--- src/rtl/cpu_pkg.sv ---
`default_nettype none
// +--------------------------------------------------------------------------+
// | cpu_pkg : shared CPU types for the memory arbiter and its neighbours.    |
// | Revision: 1.0                                                            |
// +--------------------------------------------------------------------------+
package cpu_pkg;

  localparam int ADDR_W = 14;
  localparam int DATA_W = 32;

  typedef enum logic [1:0] {
    ARB_IDLE = 2'd0,
    ARB_WAIT = 2'd1,
    ARB_RESP = 2'd2
  } arb_state_t;

  typedef enum logic {
    REQ_IF = 1'b0,
    REQ_D  = 1'b1
  } req_id_t;

endpackage : cpu_pkg
`default_nettype wire

--- src/rtl/mem_arbiter.sv ---
`default_nettype none
// +--------------------------------------------------------------------------+
// | mem_arbiter : single-port memory shared by instruction fetch and MEM     |
// | stage; data has priority, a grant streak limit keeps fetch moving.       |
// | Revision: 1.0                                                            |
// +--------------------------------------------------------------------------+
module mem_arbiter
  import cpu_pkg::*;
#(
  parameter int ADDR_W     = cpu_pkg::ADDR_W,
  parameter int DATA_W     = cpu_pkg::DATA_W,
  parameter int RD_LAT     = 2,
  parameter int STARVE_MAX = 4
) (
  input  logic                clk,
  input  logic                rst,
  input  logic                if_req,
  input  logic [ADDR_W-1:0]   if_addr,
  output logic                if_ready,
  output logic                if_rvalid,
  output logic [DATA_W-1:0]   if_rdata,
  input  logic                d_req,
  input  logic                d_we,
  input  logic [DATA_W/8-1:0] d_wstrb,
  input  logic [ADDR_W-1:0]   d_addr,
  input  logic [DATA_W-1:0]   d_wdata,
  output logic                d_ready,
  output logic                d_rvalid,
  output logic [DATA_W-1:0]   d_rdata,
  output logic                mem_en,
  output logic [DATA_W/8-1:0] mem_we,
  output logic [ADDR_W-1:0]   mem_addr,
  output logic [DATA_W-1:0]   mem_wdata,
  input  logic [DATA_W-1:0]   mem_rdata
);

  localparam int LAT_W  = (RD_LAT < 1) ? 1 : $clog2(RD_LAT + 1);
  localparam int STRK_W = (STARVE_MAX < 1) ? 1 : $clog2(STARVE_MAX + 1);
  localparam logic [LAT_W-1:0]  LAT_LAST = LAT_W'(RD_LAT);
  localparam logic [STRK_W-1:0] STRK_MAX = STRK_W'(STARVE_MAX);

  arb_state_t          state_q, state_d;
  req_id_t             owner_q, owner_d;
  logic [LAT_W-1:0]    lat_q, lat_d;
  logic [STRK_W-1:0]   streak_q, streak_d;
  logic [DATA_W-1:0]   if_rdata_q, if_rdata_d;
  logic [DATA_W-1:0]   d_rdata_q, d_rdata_d;
  logic                if_rvalid_q, if_rvalid_d;
  logic                d_rvalid_q, d_rvalid_d;

  logic                accept_ok;
  logic                grant_d;
  logic                grant_if;
  logic [STRK_W-1:0]   streak_inc;

  // Fetch overrides data only once data has won STARVE_MAX times in a row.
  always_comb begin
    accept_ok  = (state_q == ARB_IDLE) && !rst;
    grant_d    = accept_ok && d_req && !(if_req && (streak_q == STRK_MAX));
    grant_if   = accept_ok && if_req && !grant_d;
    streak_inc = (streak_q == STRK_MAX) ? streak_q : streak_q + STRK_W'(1);
  end

  assign if_ready  = grant_if;
  assign d_ready   = grant_d;
  assign mem_en    = grant_if | grant_d;
  assign mem_we    = (grant_d && d_we) ? d_wstrb : '0;
  assign mem_addr  = grant_d ? d_addr : (grant_if ? if_addr : '0);
  assign mem_wdata = (grant_d && d_we) ? d_wdata : '0;

  assign if_rvalid = if_rvalid_q;
  assign if_rdata  = if_rdata_q;
  assign d_rvalid  = d_rvalid_q;
  assign d_rdata   = d_rdata_q;

  always_comb begin
    state_d     = state_q;
    owner_d     = owner_q;
    lat_d       = lat_q;
    streak_d    = streak_q;
    if_rdata_d  = if_rdata_q;
    d_rdata_d   = d_rdata_q;
    if_rvalid_d = 1'b0;
    d_rvalid_d  = 1'b0;

    case (state_q)
      ARB_IDLE: begin
        if (grant_d) begin
          owner_d  = REQ_D;
          streak_d = if_req ? streak_inc : '0;
          if (d_we) begin
            // Writes complete at the accept edge; the ack carries zero data.
            state_d    = ARB_RESP;
            d_rvalid_d = 1'b1;
            d_rdata_d  = '0;
          end else begin
            state_d = ARB_WAIT;
            lat_d   = LAT_W'(1);
          end
        end else if (grant_if) begin
          owner_d  = REQ_IF;
          streak_d = '0;
          state_d  = ARB_WAIT;
          lat_d    = LAT_W'(1);
        end
      end
      ARB_WAIT: begin
        if (lat_q == LAT_LAST) begin
          state_d = ARB_RESP;
          if (owner_q == REQ_D) begin
            d_rdata_d  = mem_rdata;
            d_rvalid_d = 1'b1;
          end else begin
            if_rdata_d  = mem_rdata;
            if_rvalid_d = 1'b1;
          end
        end else begin
          lat_d = lat_q + LAT_W'(1);
        end
      end
      ARB_RESP: state_d = ARB_IDLE;
      default:  state_d = ARB_IDLE;
    endcase
  end

  always_ff @(posedge clk or posedge rst) begin
    if (rst) begin
      state_q     <= ARB_IDLE;
      owner_q     <= REQ_IF;
      lat_q       <= '0;
      streak_q    <= '0;
      if_rdata_q  <= '0;
      d_rdata_q   <= '0;
      if_rvalid_q <= 1'b0;
      d_rvalid_q  <= 1'b0;
    end else begin
      state_q     <= state_d;
      owner_q     <= owner_d;
      lat_q       <= lat_d;
      streak_q    <= streak_d;
      if_rdata_q  <= if_rdata_d;
      d_rdata_q   <= d_rdata_d;
      if_rvalid_q <= if_rvalid_d;
      d_rvalid_q  <= d_rvalid_d;
    end
  end

endmodule : mem_arbiter
`default_nettype wire

--- config.mk ---
export PLATFORM = sky130hd
export DESIGN_NAME = mem_arbiter
export DESIGN_NICKNAME = d
export VERILOG_FILES = /design/src/rtl/cpu_pkg.sv /design/src/rtl/mem_arbiter.sv
export SDC_FILE = /design/constraint.sdc
export NUM_CORES = 1
export LEC_CHECK = 0
export BUFFER_PORTS_ARGS = -buffer_cell sky130_fd_sc_hd__buf_4
export CORE_ASPECT_RATIO = 2
export CORE_MARGIN = 2
export CORE_UTILIZATION = 46
export CTS_CLUSTER_SIZE = 25
export DETAILED_ROUTE_END_ITERATION = 12
export GPL_TIMING_DRIVEN = 0
export PLACE_DENSITY = 0.86
export REMOVE_ABC_BUFFERS = 1
export SLEW_MARGIN = 20
export SYNTH_ARGS = -nofsm -noshare
export SYNTH_HDL_FRONTEND = slang
export SYNTH_SLANG_ARGS = --single-unit
--- constraint.sdc ---
create_clock -name clk -period 5.7 [get_ports clk]
set_input_delay 0 -clock clk [delete_from_list [all_inputs] [get_ports clk]]
set_output_delay 0 -clock clk [all_outputs]
set_load 0.005 [all_outputs]
# Yosys cells after proc, flatten, opt, wreduce, memory -nomap -nowiden
# Index checks and enable logic that the tools add are counted.
totals:
  reg_bits: 74
classes:
  addsub: 2
  eq_ne: 11
  n_mux: 32
  bitwise: 2
  reduce_logical: 19
op_table:
  columns: ["op", "n"]
  rows:
  - ["$mux 32", 5]
  - ["$pmux 32 s2", 1]
  - ["$mux 14", 2]
  - ["$mux 2", 7]
  - ["$mux 3", 4]
  - ["$ne 2x2->1 const B", 5]
  - ["$mux 1", 9]
  - ["$ne 3x3->1 const B", 3]
  - ["$pmux 2 s2", 2]
  - ["$logic_and 1x1->1", 7]
  - ["$reduce_and 3->1", 2]
  - ["$reduce_and 5->1", 1]
  - ["$mux 4", 1]
  - ["$reduce_and 2->1", 2]
  - ["$reduce_and 4->1", 1]
  - ["$reduce_bool 2->1", 2]
  - ["$add 3x1->3 const B", 1]
  - ["$eq 3x3->1 const B", 1]
  - ["$logic_not 1->1", 3]
  - ["$add 2x1->2 const B", 1]
  - ["$eq 2x1->1 const B", 1]
  - ["$eq 2x2->1 const B", 1]
  - ["$logic_not 2->1", 1]
  - ["$pmux 1 s2", 1]
  - ["other kinds (2)", 2]

# Longest topological paths before layout
depth:
  ltp_word: 9
  depth_mapped: 8
  mapped_depth_nobuf: 6

# Worst setup path after synthesis
# OpenSTA, ideal clock, no wires.
synth_path:
  path_type: "reg2reg"
  startpoint: "register lat_q[0]"
  endpoint: "register if_rdata_q[10] (netlist: if_rdata[10])"
  setup_ps: 125
  arrival_time_ps: 1522
  required_time_ps: 5575
  setup_slack_ps: 4053
  path_stages_with_launch: 7
  path_cell_list: "dfrtp_1 -> inv_1 -> ha_1 -> nand2_1 -> nor3_2 -> buf_2 -> mux2_2"
synth_between:
  elab_chain_cells: 2
synth_lines:
  columns: ["item", "line_no", "source"]
  rows:
  - ["start: declaration", "mem_arbiter.sv:44", "logic [LAT_W-1:0] lat_q, lat_d;"]
  - ["start signal: assignment", "mem_arbiter.sv:139", "lat_q <= lat_d;"]
  - ["$eq 2x2->1", "mem_arbiter.sv:108", "if (lat_q == LAT_LAST) begin"]
  - ["$reduce_and 3->1 (no line)", null, null]
  - ["end signal: assignment", "mem_arbiter.sv:141", "if_rdata_q <= if_rdata_d;"]
  - ["end: declaration", "mem_arbiter.sv:46", "logic [DATA_W-1:0] if_rdata_q, if_rdata_d;"]
# Every way passes these cells.
# A chain may end at the register's enable or synchronous reset.

# Worst setup path after layout
layout_path:
  startpoint: "register state_q[1]"
  endpoint: "output mem_wdata[26]"
layout_between:
  elab_chain_cells: 6
layout_lines:
  columns: ["item", "line_no", "source"]
  rows:
  - ["start: declaration", "mem_arbiter.sv:42", "arb_state_t state_q, state_d;"]
  - ["start signal: assignment", "mem_arbiter.sv:137", "state_q <= state_d;"]
  - ["$logic_not 2->1", "mem_arbiter.sv:58", "accept_ok = (state_q == ARB_IDLE) && !rst;"]
  - ["$logic_and 1x1->1", "mem_arbiter.sv:58", null]
  - ["$logic_and 1x1->1 (2 in a row)", "mem_arbiter.sv:59", "grant_d = accept_ok && d_req && !(if_req && (streak_q == STRK_MAX));"]
  - ["$logic_and 1x1->1", "mem_arbiter.sv:69", "assign mem_wdata = (grant_d && d_we) ? d_wdata : '0;"]
  - ["$mux 32", "mem_arbiter.sv:69", null]
  - ["end: declaration", "mem_arbiter.sv:33", "output logic [DATA_W-1:0] mem_wdata,"]
# Every way passes these cells.

==> results by stage <==
Clock network:
- Clock tree synthesis selected as its root buffer the cell sky130_fd_sc_hd__clkbuf_16.
- The clock tree from TritonCTS is done.
- In this run the post-CTS setup repair buffer count came out at 0.
- The clock tree synthesis step divided the H-tree into 3 levels.
- The clock sink count is 74.
- Once the clock tree was built, the resizer swapped 0 gates to a different size.
- The clock passes through at most 2 buffers.
- Clock-pin slew was measured on the worst setup and hold paths at 0.06 ns.
- The number of buffers created by CTS is 9.
- The worst-skew pair later-pin latency is 0.34 ns.

Logic synthesis:
- During synthesis, Yosys emitted a total of 0 warnings.
- The cell with the most instances after synthesis is sky130_fd_sc_hd__nand2_1.
- The post-synthesis cell type with the largest combined area is sky130_fd_sc_hd__dfrtp_1.
- By area the synthesized netlist is led by sky130_fd_sc_hd__dfrtp_1 54%, sky130_fd_sc_hd__mux2_2 11%, sky130_fd_sc_hd__nand2_1 9.3%, sky130_fd_sc_hd__and2_1 6.8%, sky130_fd_sc_hd__o21ai_0 5.0%.
- The commonest cells after synthesis are 85 x sky130_fd_sc_hd__nand2_1, 74 x sky130_fd_sc_hd__dfrtp_1, 37 x sky130_fd_sc_hd__and2_1, 34 x sky130_fd_sc_hd__o21ai_0, 33 x sky130_fd_sc_hd__mux2_2.
- The part of the Yosys area used for sequential elements is 0.541.
- Of the post-synthesis cell area, the dominant cell type holds 0.541.
- The number of distinct library cells after synthesis is 26.
- The cell area that synthesis handed to floorplanning was 3430 um^2.
- The synthesized design contains 74 register bits.
- The post-synthesis async set-or-reset flop share is 1.00.
- The gate count after technology mapping is 346.
- The number of enable flip-flop cells after synthesis is 0.
- In the synthesized netlist the dominant register cell turns out to be sky130_fd_sc_hd__dfrtp_1.
- The average instance area after synthesis is 9.90 um^2.

Routing:
- The detail-routed via count per cell is 5.24.
- The average detailed-routed wire length per instance is 17.6 um.
- The detail route stage leaves a number of antenna-violating nets equal to 0.
- The first routing iteration left 223 violations.
- The wire length after detailed routing is 12200 um.
- The number of detailed-route iterations in the first pass is 5.
- For this run, design rule violations remaining after detail routing come to 0.
- The total via count after detailed routing is 3621.

Timing:
- The relative slew slack is 0.480.
- In the finished design, the share of the clock period the worst path needs comes to 0.422.
- Across all hold checks on the routed design, the worst slack comes to 0.126 ns.
- The post-route minimum period is 2.41 ns.
- Setup violations remaining at the end of the flow were counted as 0.
- The pin slew with the least headroom to its limit is 0.776 ns.
- The max-slew violation total from the final report is 0.
- The setup TNS is 0 ns.
- Setup repair after global routing left no endpoint under its margin.
- The total count of hold-check failures in the final report is 0.
- The maximum frequency from static timing analysis is 0.415 GHz.
- The post-route clock skew is 0.0133 ns.

Pwr:
- Cell internal power was estimated by the tool at 1700 uW.
- The power density normalized to cell area is 430 nW/um^2.
- The part of the power in registers is 0.380.
- Summing internal, switching and leakage power gives 2510 uW.
- The part of the total power dissipated in combinational logic is 0.403.
- Of the total power, the clock network draws 0.217.
- The switching component of the power is 810 uW.
- Across the VDD grid, the largest voltage drop is 0.253 mV.
- The analysis attributes to cell leakage a power of 0.00295 uW.
- The switching share of power is 0.322.

Critical path:
- The element type at the critical path start is a register.
- The kind of end point of the critical path is an output pin.
- The start point of the critical path is state_q[1].
- The worst register-to-register path ends at lat_q[1].
- The required time of the critical path is 5.70 ns.
- The peak per-stage delay on the critical path is 0.64 ns.
- Following the worst setup path forward leads to its endpoint at mem_wdata[26].
- For the worst setup path, the data arrival time is 2.41 ns.
- The number of cells on the worst reg-to-reg path is 5.
- Walking the worst path, the cells encountered are nor3_2 > and4_2 > buf_16 > and2_1 > buf_4.
- In this run the worst path has a maximum fanout of 41.
- In this run the critical register-to-register path is launched from state_q[1].
- Among all stages on the critical path, the largest delay is contributed by sky130_fd_sc_hd__and4_2.
- The setup check on the worst reg-to-reg path leaves a slack of 3.42 ns.
- The critical path is of the register to output pin type.

Finish:
- The number of fill cells is 469.
- The repair_antennas step left the layout with diodes totalling 0.
- The end-of-flow core utilization is 0.804.
- The design area is 5840 um^2.
- The final layout contains 698 nets.
- The share of final-layout standard cells stronger than drive strength 1 is 0.464.
- The area growth from synthesis to layout is 70.6%.

GRT:
- The overall track demand over capacity in global routing is 0.300.
- The maximum number of pins on one net before global-route repair is 52.
- The number of antenna violations at the first check in global routing came to 0.
- For this run the aggregate overflow at the end of global routing stands at 0.
- The first global-routing pass estimated 18600 um of wire.
- The via count of the first global-routing pass is 3835.

Floorplan:
- The area of the core is 7270 um^2.
- The horizontal die dimension is 65.0 um.
- The floorplan step set the die height to 126 um.
- The number of top-level pins is 220.
- The effective utilization at floorplan is 0.471.
- The total number of placement rows is 44.
- The die covers 8200 um^2.

Place:
- The congestion estimate from routability-driven global placement came to 0.791.
- The placed cell area is 5210 um^2.
- The placed wire-length estimate is 8170 um.
- The count of buffers added on input and output ports is 219.

Worst hold path:
- The cell depth of the worst min-delay path is 2.
- In this run the worst hold path is classified as input port to register.

Run status:
- The run finished with clean final reports.

Run:
- The tool flagged a number of max-cap violations equal to 0.
-- registers in the layout (all words and copies together) (netlist names) --
| name | count |
|---|---|
| if_rdata | 32 |
| streak_q | 3 |
| d_rdata | 32 |
| if_rvalid | 1 |
| lat_q | 2 |
| state_q | 2 |
| d_rvalid | 1 |
| owner_q | 1 |
-- layer usage --
layer  routed length, um  share of wire  track usage
met4                 587          0.048        0.168
met1                3830           0.31        0.279
met3                 800          0.066       0.0634
met5                   0              0            0
met2                6940           0.57        0.574
-- worst max-delay path, delay by kind of cell (launching register included) --
| kind | cells | cell delay (ns) |
|---|---|---|
| buffers and inverters | 2 | 0.38 |
| DFF | 1 | 0.50 |
| and+or+nand+nor | 3 | 1.18 |
-- logic make-up (layout without fill, tap and decap cells) --
kind of cell               after synthesis  in the layout  synth area share
and+or+nand+nor                        150            150             0.211
DFF                                     74             74             0.541
AOI/OAI and AO/OA                       54             54            0.0833
muxes                                   35             35             0.115
buffers and inverters                   30            283            0.0394
adders and majority gates                3              3            0.0110
-- power by group through the flow --
stage	clock network (uW)	logic [uW]	registers (uW)
floorplan	0	351	942
global placement	0	913	924
detailed placement	0	973	946
CTS	546	999	942
global route	571	1090	982
finish	545	1010	955
-- cells in the final DEF (no fill, tap or decap), types with 3 or more instances in the layout --
cell type	n
sky130_fd_sc_hd__clkbuf_1	4
sky130_fd_sc_hd__buf_4	220
sky130_fd_sc_hd__nand2_1	85
sky130_fd_sc_hd__a21oi_1	15
sky130_fd_sc_hd__ha_1	3
sky130_fd_sc_hd__o21ai_0	34
sky130_fd_sc_hd__buf_8	3
sky130_fd_sc_hd__mux2_2	33
sky130_fd_sc_hd__nor2_1	3
sky130_fd_sc_hd__nand3_1	16
sky130_fd_sc_hd__dfrtp_1	74
sky130_fd_sc_hd__and2_1	37
sky130_fd_sc_hd__clkbuf_16	9
sky130_fd_sc_hd__dlygate4sd3_1	35
sky130_fd_sc_hd__inv_1	4
-- worst min-delay path by stage --
| stage | to | slack (ns) | startpoint |
|---|---|---|---|
| final | streak_q[1] | 0.13 | if_req |
| after global routing | streak_q[1] | 0.13 | if_req |
| after CTS | streak_q[2] | 0.10 | if_req |
| after detailed placement | state_q[1] | 0.01 | rst |
| after global placement | d_rdata[8] | 0.21 | mem_rdata[8] |
| after floorplan | mem_addr[0] | 0.1 | d_addr[0] |
-- what timing repair did --
action	in CTS	in global routing
setup endpoints to repair	0	0
endpoints found under the hold margin	90	0
hold buffers	35	0
-- metrics by stage --
step                      std cells  setup slack (ns)
after CTS                       691              3.28
final                           691              3.29
after detailed placement        640              3.43
after global routing            691              3.18
after floorplan                 321              2.96
after global placement          632              1.72
-- area by class of cell --
type,instances,area (um^2),area share
Clock buffer,13,240,0.0411
Clock inverter,3,40.0,0.00685
Inverter,5,21.3,0.00364
Multi-Input combinational cell,242,1450,0.248
Sequential cell,74,1850,0.317
Tap cell,92,115,0.0197
Timing Repair Buffer,262,2120,0.364
No activity file was read; power rests on OpenSTA's default activity.
